===== config.mk =====
export PLATFORM = sky130hd
export DESIGN_NAME = mem_arbiter
export DESIGN_NICKNAME = d
export VERILOG_FILES = /design/src/rtl/mem_arb_pkg.sv /design/src/rtl/mem_arb_rr.sv /design/src/rtl/mem_arbiter.sv
export SDC_FILE = /design/constraint.sdc
export NUM_CORES = 1
export LEC_CHECK = 0
export ABC_AREA = 1
export CAP_MARGIN = 15
export CORE_MARGIN = 1.5
export CORE_UTILIZATION = 38
export DETAILED_ROUTE_END_ITERATION = 6
export PLACE_DENSITY = 0.83
export SYNTH_ARGS = -nofsm -noshare
export SYNTH_HDL_FRONTEND = slang
export SYNTH_SLANG_ARGS = --single-unit

===== constraint.sdc =====
create_clock -name clk -period 1.3 [get_ports clk]
set_input_delay 0.26 -clock clk [delete_from_list [all_inputs] [get_ports clk]]
set_output_delay 0.26 -clock clk [all_outputs]
set_load 0.005 [all_outputs]

===== src/rtl/mem_arb_pkg.sv =====
// Shared types for the two-port memory arbiter: FSM states and requester ids.
package mem_arb_pkg;

  typedef enum logic [1:0] {
    IDLE   = 2'd0,
    ACCESS = 2'd1,
    RESP   = 2'd2
  } arb_state_t;

  typedef enum logic {
    REQ_A = 1'b0,
    REQ_B = 1'b1
  } req_id_t;

  function automatic req_id_t other_id(input req_id_t id);
    return (id == REQ_A) ? REQ_B : REQ_A;
  endfunction

endpackage


===== src/rtl/mem_arb_rr.sv =====
// Two-way round-robin grant decision; purely combinational.
module mem_arb_rr
  import mem_arb_pkg::*;
(
  input  logic    a_req,
  input  logic    b_req,
  input  req_id_t last_grant,
  output logic    grant_valid,
  output req_id_t grant_id
);

  always_comb begin
    grant_valid = a_req | b_req;
    grant_id    = REQ_A;
    // A tie goes to whoever was not served last; a lone request always wins.
    if (a_req && b_req) begin
      grant_id = other_id(last_grant);
    end else if (b_req) begin
      grant_id = REQ_B;
    end
  end

endmodule


===== src/rtl/mem_arbiter.sv =====
// Arbitrates CPU (A) and loader/debug (B) requesters onto one synchronous
// single-port RAM; each transaction is IDLE -> ACCESS -> RESP.
module mem_arbiter
  import mem_arb_pkg::*;
#(
  parameter int ADDR_W = 8,
  parameter int DATA_W = 8
) (
  input  logic              clk,
  input  logic              rst,
  input  logic              a_req,
  input  logic              a_we,
  input  logic [ADDR_W-1:0] a_addr,
  input  logic [DATA_W-1:0] a_wdata,
  output logic              a_ack,
  output logic [DATA_W-1:0] a_rdata,
  input  logic              b_req,
  input  logic              b_we,
  input  logic [ADDR_W-1:0] b_addr,
  input  logic [DATA_W-1:0] b_wdata,
  output logic              b_ack,
  output logic [DATA_W-1:0] b_rdata,
  output logic [ADDR_W-1:0] ram_addr,
  output logic [DATA_W-1:0] ram_wdata,
  output logic              ram_we,
  input  logic [DATA_W-1:0] ram_rdata,
  output logic              busy
);

  arb_state_t        state_q, state_d;
  req_id_t           last_q, gid_q, grant_id;
  logic              grant_valid;
  logic              we_q;
  logic [ADDR_W-1:0] addr_q;
  logic [DATA_W-1:0] wdata_q;
  logic [DATA_W-1:0] a_rdata_q, b_rdata_q;

  mem_arb_rr u_rr (
    .a_req       (a_req),
    .b_req       (b_req),
    .last_grant  (last_q),
    .grant_valid (grant_valid),
    .grant_id    (grant_id)
  );

  always_comb begin
    state_d = state_q;
    unique case (state_q)
      IDLE:    if (grant_valid) state_d = ACCESS;
      ACCESS:  state_d = RESP;
      RESP:    state_d = IDLE;
      default: state_d = IDLE;
    endcase
  end

  always_ff @(posedge clk or negedge rst) begin
    if (!rst) begin
      state_q <= IDLE;
    end else begin
      state_q <= state_d;
    end
  end

  always_ff @(posedge clk or negedge rst) begin
    if (!rst) begin
      we_q      <= 1'b0;
      addr_q    <= '0;
      wdata_q   <= '0;
      gid_q     <= REQ_A;
      last_q    <= REQ_B;
      a_rdata_q <= '0;
      b_rdata_q <= '0;
    end else begin
      if (state_q == IDLE && grant_valid) begin
        gid_q <= grant_id;
        if (grant_id == REQ_A) begin
          we_q    <= a_we;
          addr_q  <= a_addr;
          wdata_q <= a_wdata;
        end else begin
          we_q    <= b_we;
          addr_q  <= b_addr;
          wdata_q <= b_wdata;
        end
      end
      if (state_q == RESP) begin
        last_q <= gid_q;
        if (!we_q) begin
          if (gid_q == REQ_A) a_rdata_q <= ram_rdata;
          else                b_rdata_q <= ram_rdata;
        end
      end
    end
  end

  // RAM read data arrives during RESP, so it is forwarded straight through on
  // the ack cycle and captured for the hold value afterwards.
  always_comb begin
    a_ack     = (state_q == RESP) && (gid_q == REQ_A);
    b_ack     = (state_q == RESP) && (gid_q == REQ_B);
    a_rdata   = (a_ack && !we_q) ? ram_rdata : a_rdata_q;
    b_rdata   = (b_ack && !we_q) ? ram_rdata : b_rdata_q;
    ram_we    = (state_q == ACCESS) && we_q;
    ram_addr  = addr_q;
    ram_wdata = wdata_q;
    busy      = (state_q != IDLE);
  end

endmodule

==> metrics, run 1 <==
site row count=25; RSZ-0062 raised after global routing=true; total number of H-tree levels=2; # Max-Cap Violations=0; share of the yosys chip area belonging to registers=50.20%; Slew Viols, Final=0; vias per cell=4.835; placer's final routability congestion estimate=0.8325; Largest stage delay, worst path=0.40 ns; CTS clk-pin slew, worst paths=0.08 ns; DRT iter0 DRCs=74; clk_lat worst skew=0.29 ns; Mapped Avg Cell Area=7.358 um2; total core area=4692 um2; status=finished with violations; Mapped Nets=297; Fin. Hold Viols=0; # IOs=82; # diodes=0; violated checks=setup timing; Multi-input gate area=1036 um2; antenna-violating nets left=0; DP HPWL=3917 um; Final setup viols=28; first-pass GRT wire length=10160 um; critical path type=reg2out; CTS buffer count=5; Ys Warns=0; Seq cells post-synth=37; Fill cells=325; Clk Tree Root Cell=clkbuf_8; worst hold path type=in2async; Post-route DRC=0; # clock sinks=37; CP cell instances=buf_6 > nor3_4 > buf_6 > buf_6 > buf_6 > nand3_4 > nand2_2 > buf_2; DRT Pass-1 Iters=4; R2R cell count=8; Die Ht=72.72 um; layout cells sized above 1=38.42%; largest net degree at the start of global routing=28; Crit path buffers/inverters=5; Setup Skew=0.007829 ns; initial antenna violation count=0; Critical Path Stages=8; Worst R2R Setup Slack=-0.10 ns; Hold WS=0.4001 ns; crit path DAT=1.61 ns; most frequent cells in the layout=nand2_1, clkdlybuf4s50_1, buf_4; DR vias=2224; drt total wl=6851 um; IO buf count=81; sequential cell area=927.1 um2; Critical Path Fanout Max=4; Crit. End Element=output pin; worst setup slack after layout=-0.5670 ns; slowest CP cell=dfrtp_1; most common cell after layout, fill and taps aside=nand2_1; vias in the first global route=2239; WL/cell=14.89 um; die width=72.72 um; Post-Place Cell Area=2942 um2; max_slew headroom=78.97%; PD cells=2157 nW/um2; worst-margin pin slew=0.3145 ns; Starting Density=39.36%; Most common cell on crit path=buf_6; Clock Tree Buf Depth=2; cell family with most CP delay=buffers and inverters; CP startpoint kind=flip-flop; Distinct cells, synth=17; grt total ovfl=0; design area=3734 um2; TritonCTS clock tree=yes; fmax=535.6 MHz; Leakage=1.973 nW; full die area=5287 um2; CP required=1.04 ns; Nets=451; total power=8.053 mW; Synth Cell Area=1847 um2; crit share post-route=143.6%; VDD IR-drop max=1.076 mV; area growth from synthesis to layout=102.2%; post-synthesis cell count=251; Final min period=1.867 ns; GRT Util Overall=25.38%
-- repair_timing --
action / 4_1_cts / 5_1_grt
hold endpoints to repair: 10 / 0
cloned: 0 / 1
pin swaps: 20 / 25
resized for setup: 145 / 62
hold buffers: 1 / 0
buffers inserted: 33 / 16
setup endpoints to repair: 57 / 53
-- power by group --
group          switching, mW  internal [mW]  leakage (nW)
Combinational           2.32           2.67          1.47
Clock                  0.395          0.569        0.0552
Sequential             0.351           1.74         0.448
-- logic make-up after synthesis --
kind of cell / after synthesis / synth area share [%]
compound gates: 2 / 1.152
buf+inv: 46 / 10.23
flops: 37 / 50.20
simple gates: 166 / 38.41
-- Yosys cell counts --
library cell | count | area (um2)
nor2_1 | 6 | 22.52
dfstp_2 | 1 | 26.28
o21ai_0 | 1 | 5.000
nand2_2 | 2 | 12.51
nor3_1 | 1 | 5.000
nand2_1 | 103 | 386.6
inv_1 | 37 | 138.9
nand3_1 | 51 | 255.2
clkinv_1 | 1 | 3.750
buf_2 | 4 | 20.02
nor3_2 | 1 | 10.01
nor2_2 | 1 | 6.260
o21ai_4 | 1 | 16.27
nor2_4 | 1 | 11.26
dfrtp_1 | 36 | 900.9
inv_2 | 1 | 3.750
buf_4 | 3 | 22.52
-- worst reg2reg max path: cells and delay by family, from the launching register on --
family / cells / cell delay [ns]
buf+inv: 5 / 0.63
flops: 1 / 0.40
simple gates: 3 / 0.30
-- registers in the layout, summed over array words and instances (netlist names) --
signal     count
gid_q          1
last_q         1
we_q           1
ram_wdata      8
b_rdata_q      8
ram_addr       8
state_q        2
a_rdata_q      8
-- stage by stage --
step / util (%) / instances / TNS (ns) / setup slack (ns)
floorplan: - / 251 / -0.08276 / -0.01034
global placement: 62.69 / 410 / -11.64 / -0.5110
detailed placement: 62.69 / 410 / -13.23 / -0.5627
CTS: 72.80 / 451 / -8.896 / -0.5495
global route: 79.57 / 460 / -12.24 / -0.6505
finish: 79.57 / 460 / -9.692 / -0.5670
-- metal layers --
metal	vias up	global-route usage (%)	wire length (um)
met4	0	7.966	250
met3	20	6.768	388
met2	92	48.83	3879
met1	1031	26.54	2333
li1	1081	-	-
met5	-	0	0
-- worst paths after layout --
| path | from | endpoint |
|---|---|---|
| setup / recovery | gid_q$_DFFE_PN0P_ | a_rdata[0] |
| min in group clk | ram_wdata[1]$_DFFE_PN0P_ | ram_wdata[1]$_DFFE_PN0P_ |
| hold / removal | rst | b_rdata_q[4]$_DFFE_PN0P_ |
| setup reg to reg | we_q$_DFFE_PN0P_ | b_rdata_q[0]$_DFFE_PN0P_ |
| hold reg to reg | ram_wdata[1]$_DFFE_PN0P_ | ram_wdata[1]$_DFFE_PN0P_ |
| max in group asynchronous | rst | last_q$_DFFE_PN1N_ |
-- cell type report --
type	instances	share of cell area (%)
well taps	54	1.810
multi-input cells	168	27.75
flip-flops and latches	37	24.83
repair buffers	154	38.61
inverters	39	4.122
clock inverters	2	0.9383
clock buffers	6	1.944
Power figures use the tool's default switching activity.
==> run 2: changes to the inputs <==
--- a/config.mk
+++ b/config.mk
@@ -5,11 +5,12 @@
 export SDC_FILE = /design/constraint.sdc
 export NUM_CORES = 1
 export LEC_CHECK = 0
-export ABC_AREA = 1
+export ABC_AREA = 0
 export CAP_MARGIN = 15
 export CORE_MARGIN = 1.5
 export CORE_UTILIZATION = 38
 export DETAILED_ROUTE_END_ITERATION = 6
+export HOLD_SLACK_MARGIN = 0.05
 export PLACE_DENSITY = 0.83
 export SYNTH_ARGS = -nofsm -noshare
 export SYNTH_HDL_FRONTEND = slang
==> constraint.sdc (replaced) <==
create_clock -name clk -period 1.65 [get_ports clk]
set_input_delay 0.33 -clock clk [delete_from_list [all_inputs] [get_ports clk]]
set_output_delay 0.33 -clock clk [all_outputs]
set_load 0.005 [all_outputs]
==> metrics, run 2 <==
vias per cell=4.629; Nets=299; GRT Util Overall=19.85%; setup_tns=-5.881 ns; clk_lat worst skew=0.29 ns; Ys Warns=0; Die Ht=72.93 um; Mapped Avg Cell Area=15.11 um2; worst hold path type=in2async; Most common cell on crit path=buf_6; DP HPWL=3187 um; # Max-Cap Violations=0; Leakage=1.583 nW; Final min period=2.003 ns; initial antenna violation count=0; Mapped Nets=169; Starting Density=39.34%; placer's final routability congestion estimate=0.7309; vias in the first global route=1630; total core area=4723 um2; Internal=4.172 mW; Async SR Flop Fraction=100.0%; violated checks=setup timing; total number of H-tree levels=2; final core occ=72.82%; # clock sinks=37; worst-margin pin slew=0.4692 ns; combinational share of power=59.5%; site row count=25; PD cells=1689 nW/um2; slowest CP cell=dfrtp_1; critical path type=reg2out; prevailing post-synth register cell=dfrtp_1; Final setup viols=28; most frequent cells in the layout=clkdlybuf4s50_1, mux2_4, dfrtp_1; EDFF count, synth=0; # IOs=82; CP startpoint kind=flip-flop; antenna-violating nets left=0; Fin. Hold Viols=0; largest net degree at the start of global routing=38; crit share post-route=121.4%; RSZ-0062 raised after global routing=true; Crit. End Element=output pin; fmax=499.2 MHz; Crit path buffers/inverters=3; Post-route DRC=0; die width=72.93 um; DRT Pass-1 Iters=4; Largest stage delay, worst path=0.38 ns; top-area cell type share of the netlist area=48.48%; synth top area cells=dfrtp_1, mux2_2, mux2_4; clock share of power=11.9%; Clk Tree Root Cell=clkbuf_8; crit path DAT=1.67 ns; TritonCTS clock tree=yes; R2R cell count=9; VDD IR-drop max=0.8627 mV; full die area=5318 um2; Seq pwr share=28.6%; first-pass GRT wire length=7886 um; Synth Cell Area=1858 um2; CP required=1.32 ns; IO buf count=81; cell family with most CP delay=buffers and inverters; Setup Skew=0.008806 ns; drt total wl=4999 um; status=finished with violations; DRT iter0 DRCs=98; CTS buffer count=5; Slew Viols, Final=0; total power=5.808 mW; Critical Path Fanout Max=6; Hold WS=0.09082 ns; switching pwr=1.637 mW; share of the yosys chip area belonging to registers=49.90%; CTS clk-pin slew, worst paths=0.08 ns; worst setup slack after layout=-0.3531 ns; r2r endpoint=b_rdata_q[1]$_DFFE_PN0P_; Post-synth top cells=mux2_2, dfrtp_1, mux2_4; most common cell after layout, fill and taps aside=clkdlybuf4s50_1; Seq cells post-synth=37; Net Sw Frac=28.18%; CP cell instances=nand2b_4 > nor3_4 > buf_6 > buf_12 > mux2_4 > buf_6; Distinct cells, synth=18; dominant cell type by area after synthesis=dfrtp_1; worst slack at placement=-0.3525 ns; layout cells sized above 1=59.45%; area growth from synthesis to layout=85.12%; Worst R2R Setup Slack=-0.11 ns; DR vias=1486; worst reg2reg path startpoint=state_q[0]$_DFFE_PN0P_; post-synthesis cell count=123; # diodes=0; max_slew headroom=68.72%; Clock Tree Buf Depth=2; WL/cell=15.57 um; count leader, synth=mux2_2; grt total ovfl=0
==> run 2: cell count changes after synthesis, moves of 2 or more <==
cell,before,now
nand3_1,51,0
mux2_4,0,9
buf_6,0,2
nand2_1,103,0
inv_1,37,3
nand2_2,2,0
buf_2,4,1
nor2_1,6,3
mux2_2,0,57
buf_4,3,1
==> run 2: power groups by stage <==
stage	Combinational [mW]	Clock (mW)	Sequential [mW]
2_1_floorplan	1.20	0	1.63
3_3_place_gp	2.65	0	1.64
3_5_place_dp	2.71	0	1.66
4_1_cts	3.27	0.712	1.64
5_1_grt	3.67	0.751	1.72
6_report	3.46	0.692	1.66
==> run 2: how the worst max path moves through the flow <==
stage                                       from    endpoint  slack [ns]  cells past startpoint
after floorplan                gid_q$_DFFE_PN0P_  b_rdata[0]       0.008                      4
after global placement    state_q[0]$_DFFE_PN0P_  a_rdata[0]       -0.31                      5
after detailed placement  state_q[0]$_DFFE_PN0P_  a_rdata[5]       -0.35                      5
after CTS                 state_q[0]$_DFFE_PN0P_  a_rdata[0]       -0.41                      6
after global routing      state_q[0]$_DFFE_PN0P_  b_rdata[1]       -0.43                      6
final                     state_q[0]$_DFFE_PN0P_  b_rdata[7]       -0.35                      6
==> run 2: through the flow <==
stage	instance area [um2]	std cells
2_1_floorplan	1874	123
3_3_place_gp	2973	296
5_1_grt	3440	321
6_report	3440	321
4_1_cts	3369	317
3_5_place_dp	2973	296
==> run 2: area by class of cell <==
class	count	area [um2]
sequential	37	927.1
clock inverter	1	5.005
timing repair buffer	128	1289
inverter	3	11.26
multi-input combinational	78	1027
clock buffer	7	96.34
fill	301	1284
tap	67	83.83
==> run 2: repair_timing <==
item | 4_1_cts | 5_1_grt
hold buffers | 0 | 0
endpoints found under the setup margin | 20 | 48
resized for setup | 133 | 19
gates cloned | 2 | 1
pin swaps | 2 | 2
setup buffers | 11 | 5
==> run 2: cell families after synthesis <==
group / after synthesis / share of synthesized area, %
compound gates: 4 / 1.886
flops: 37 / 49.90
mux: 66 / 41.82
simple gates: 8 / 3.098
buf+inv: 8 / 3.299
==> run 2: routing by layer <==
metal	vias up	GRT usage (%)	wire length, um
li1	695	-	-
met1	734	21.26	1871
met2	49	37.92	2875
met3	8	4.144	184
met4	0	7.338	67
met5	-	0	0
==> run 3: changes to the inputs <==
--- a/config.mk
+++ b/config.mk
@@ -12,6 +12,8 @@
 export DETAILED_ROUTE_END_ITERATION = 6
 export HOLD_SLACK_MARGIN = 0.05
 export PLACE_DENSITY = 0.83
+export RECOVER_POWER = 25
+export SKIP_CTS_REPAIR_TIMING = 1
 export SYNTH_ARGS = -nofsm -noshare
 export SYNTH_HDL_FRONTEND = slang
 export SYNTH_SLANG_ARGS = --single-unit
==> metrics, run 3 (synthesis gave the netlist of run 2 again) <==
Net Sw Frac=28.88%; first-pass GRT wire length=6610 um; WL/cell=15.84 um; switching pwr=1.611 mW; CP required=1.32 ns; Crit. End Element=output pin; CP cell instances=nand2b_4 > nor3_4 > buf_6 > clkbuf_16 > buf_6 > mux2_4 > buf_6; combinational share of power=57.5%; Clock Tree Buf Depth=2; Fin. Hold Viols=0; Nets=306; TritonCTS clock tree=yes; drt total wl=5197 um; # IOs=82; vias in the first global route=1410; fmax=458.4 MHz; setup_tns=-8.241 ns; Hold WS=0.2669 ns; final core occ=72.72%; # diodes=0; Post-route DRC=0; RSZ-0062 raised after global routing=true; die width=72.93 um; total core area=4723 um2; largest net degree at the start of global routing=38; initial antenna violation count=0; worst slack at placement=-0.3525 ns; DP HPWL=3187 um; clk_lat worst skew=0.28 ns; VDD IR-drop max=0.9239 mV; dpl cells=296; origin of the worst setup path=state_q[0]$_DFFE_PN0P_; Leakage=1.612 nW; crit share post-route=132.2%; CTS buffer count=5; Seq pwr share=30.1%; Die Ht=72.93 um; worst reg2reg path startpoint=state_q[0]$_DFFE_PN0P_; status=finished with violations; # Max-Cap Violations=0; crit path DAT=1.85 ns; worst hold path type=in2async; max_slew headroom=37.15%; Clk Tree Root Cell=clkbuf_8; Slew Viols, Final=0; # clock sinks=37; DRT Pass-1 Iters=4; area growth from synthesis to layout=84.85%; Setup Skew=0.009410 ns; non-filler cells, final=328; CP startpoint kind=flip-flop; full die area=5318 um2; Critical Path Fanout Max=4; Starting Density=39.34%; Largest stage delay, worst path=0.38 ns; vias per cell=4.607; Fill cells=298; DR vias=1511; Final min period=2.182 ns; Final setup viols=25; total power=5.580 mW; total number of H-tree levels=2; PD cells=1625 nW/um2; worst-margin pin slew=0.9428 ns; antenna-violating nets left=0; DRT iter0 DRCs=34; layout cells sized above 1=60.15%; slowest CP cell=dfrtp_1; clock share of power=12.4%; IO buf count=81; placer's final routability congestion estimate=0.7309; most common cell after layout, fill and taps aside=clkdlybuf4s50_1; violated checks=setup timing; Post-Place Cell Area=2973 um2; worst setup slack after layout=-0.5315 ns; GRT Util Overall=16.51%; grt total ovfl=0; Internal=3.969 mW; critical path type=reg2out; Most common cell on crit path=buf_6; CTS clk-pin slew, worst paths=0.08 ns; most frequent cells in the layout=clkdlybuf4s50_1, mux2_4, dfrtp_1; design area=3435 um2; site row count=25
run 3: cell type report:
| class | instances | area, um2 | share of cell area, % |
|---|---|---|---|
| clock buffer | 7 | 96.34 | 2.805 |
| clock inverter | 1 | 5.005 | 0.1457 |
| inverter | 3 | 11.26 | 0.3279 |
| multi-input combinational | 78 | 1001 | 29.14 |
| sequential | 37 | 928.4 | 27.03 |
| tap | 67 | 83.83 | 2.441 |
| timing repair buffer | 135 | 1309 | 38.11 |
run 3: per-layer routing:
layer  vias to the layer above  part of all wire (%)  track usage (%)
met3                         8                   3.7            4.558
met1                       742                    37            18.42
met5                         -                     0                0
li1                        712                     -                -
met2                        49                    58            30.38
met4                         0                   2.0            5.031
run 3: final timing paths:
kind / end / slack (ns) / cells past startpoint
min in group clk: ram_wdata[4]$_DFFE_PN0P_ / 0.50 / 1
worst min-delay path: a_rdata_q[1]$_DFFE_PN0P_ / 0.27 / 2
worst max register to register: a_rdata_q[1]$_DFFE_PN0P_ / -0.21 / 9
worst min register to register: ram_wdata[4]$_DFFE_PN0P_ / 0.50 / 1
max in group asynchronous: gid_q$_DFFE_PN0P_ / 0.75 / 2
worst max-delay path: b_rdata[2] / -0.53 / 7
run 3: worst max-delay path: cells and delay by family, from the launching register on:
family / cells / cell delay [ns]
buffers and inverters: 4 / 0.47
DFF: 1 / 0.38
and+or+nand+nor: 2 / 0.43
muxes: 1 / 0.29
run 3: power by group through the flow:
stage	clock network [mW]	registers, mW	logic [mW]
after global placement	0	1.64	2.65
after floorplan	0	1.63	1.20
after detailed placement	0	1.66	2.71
after CTS	0.712	1.65	2.73
after global routing	0.759	1.74	3.41
final	0.690	1.68	3.21
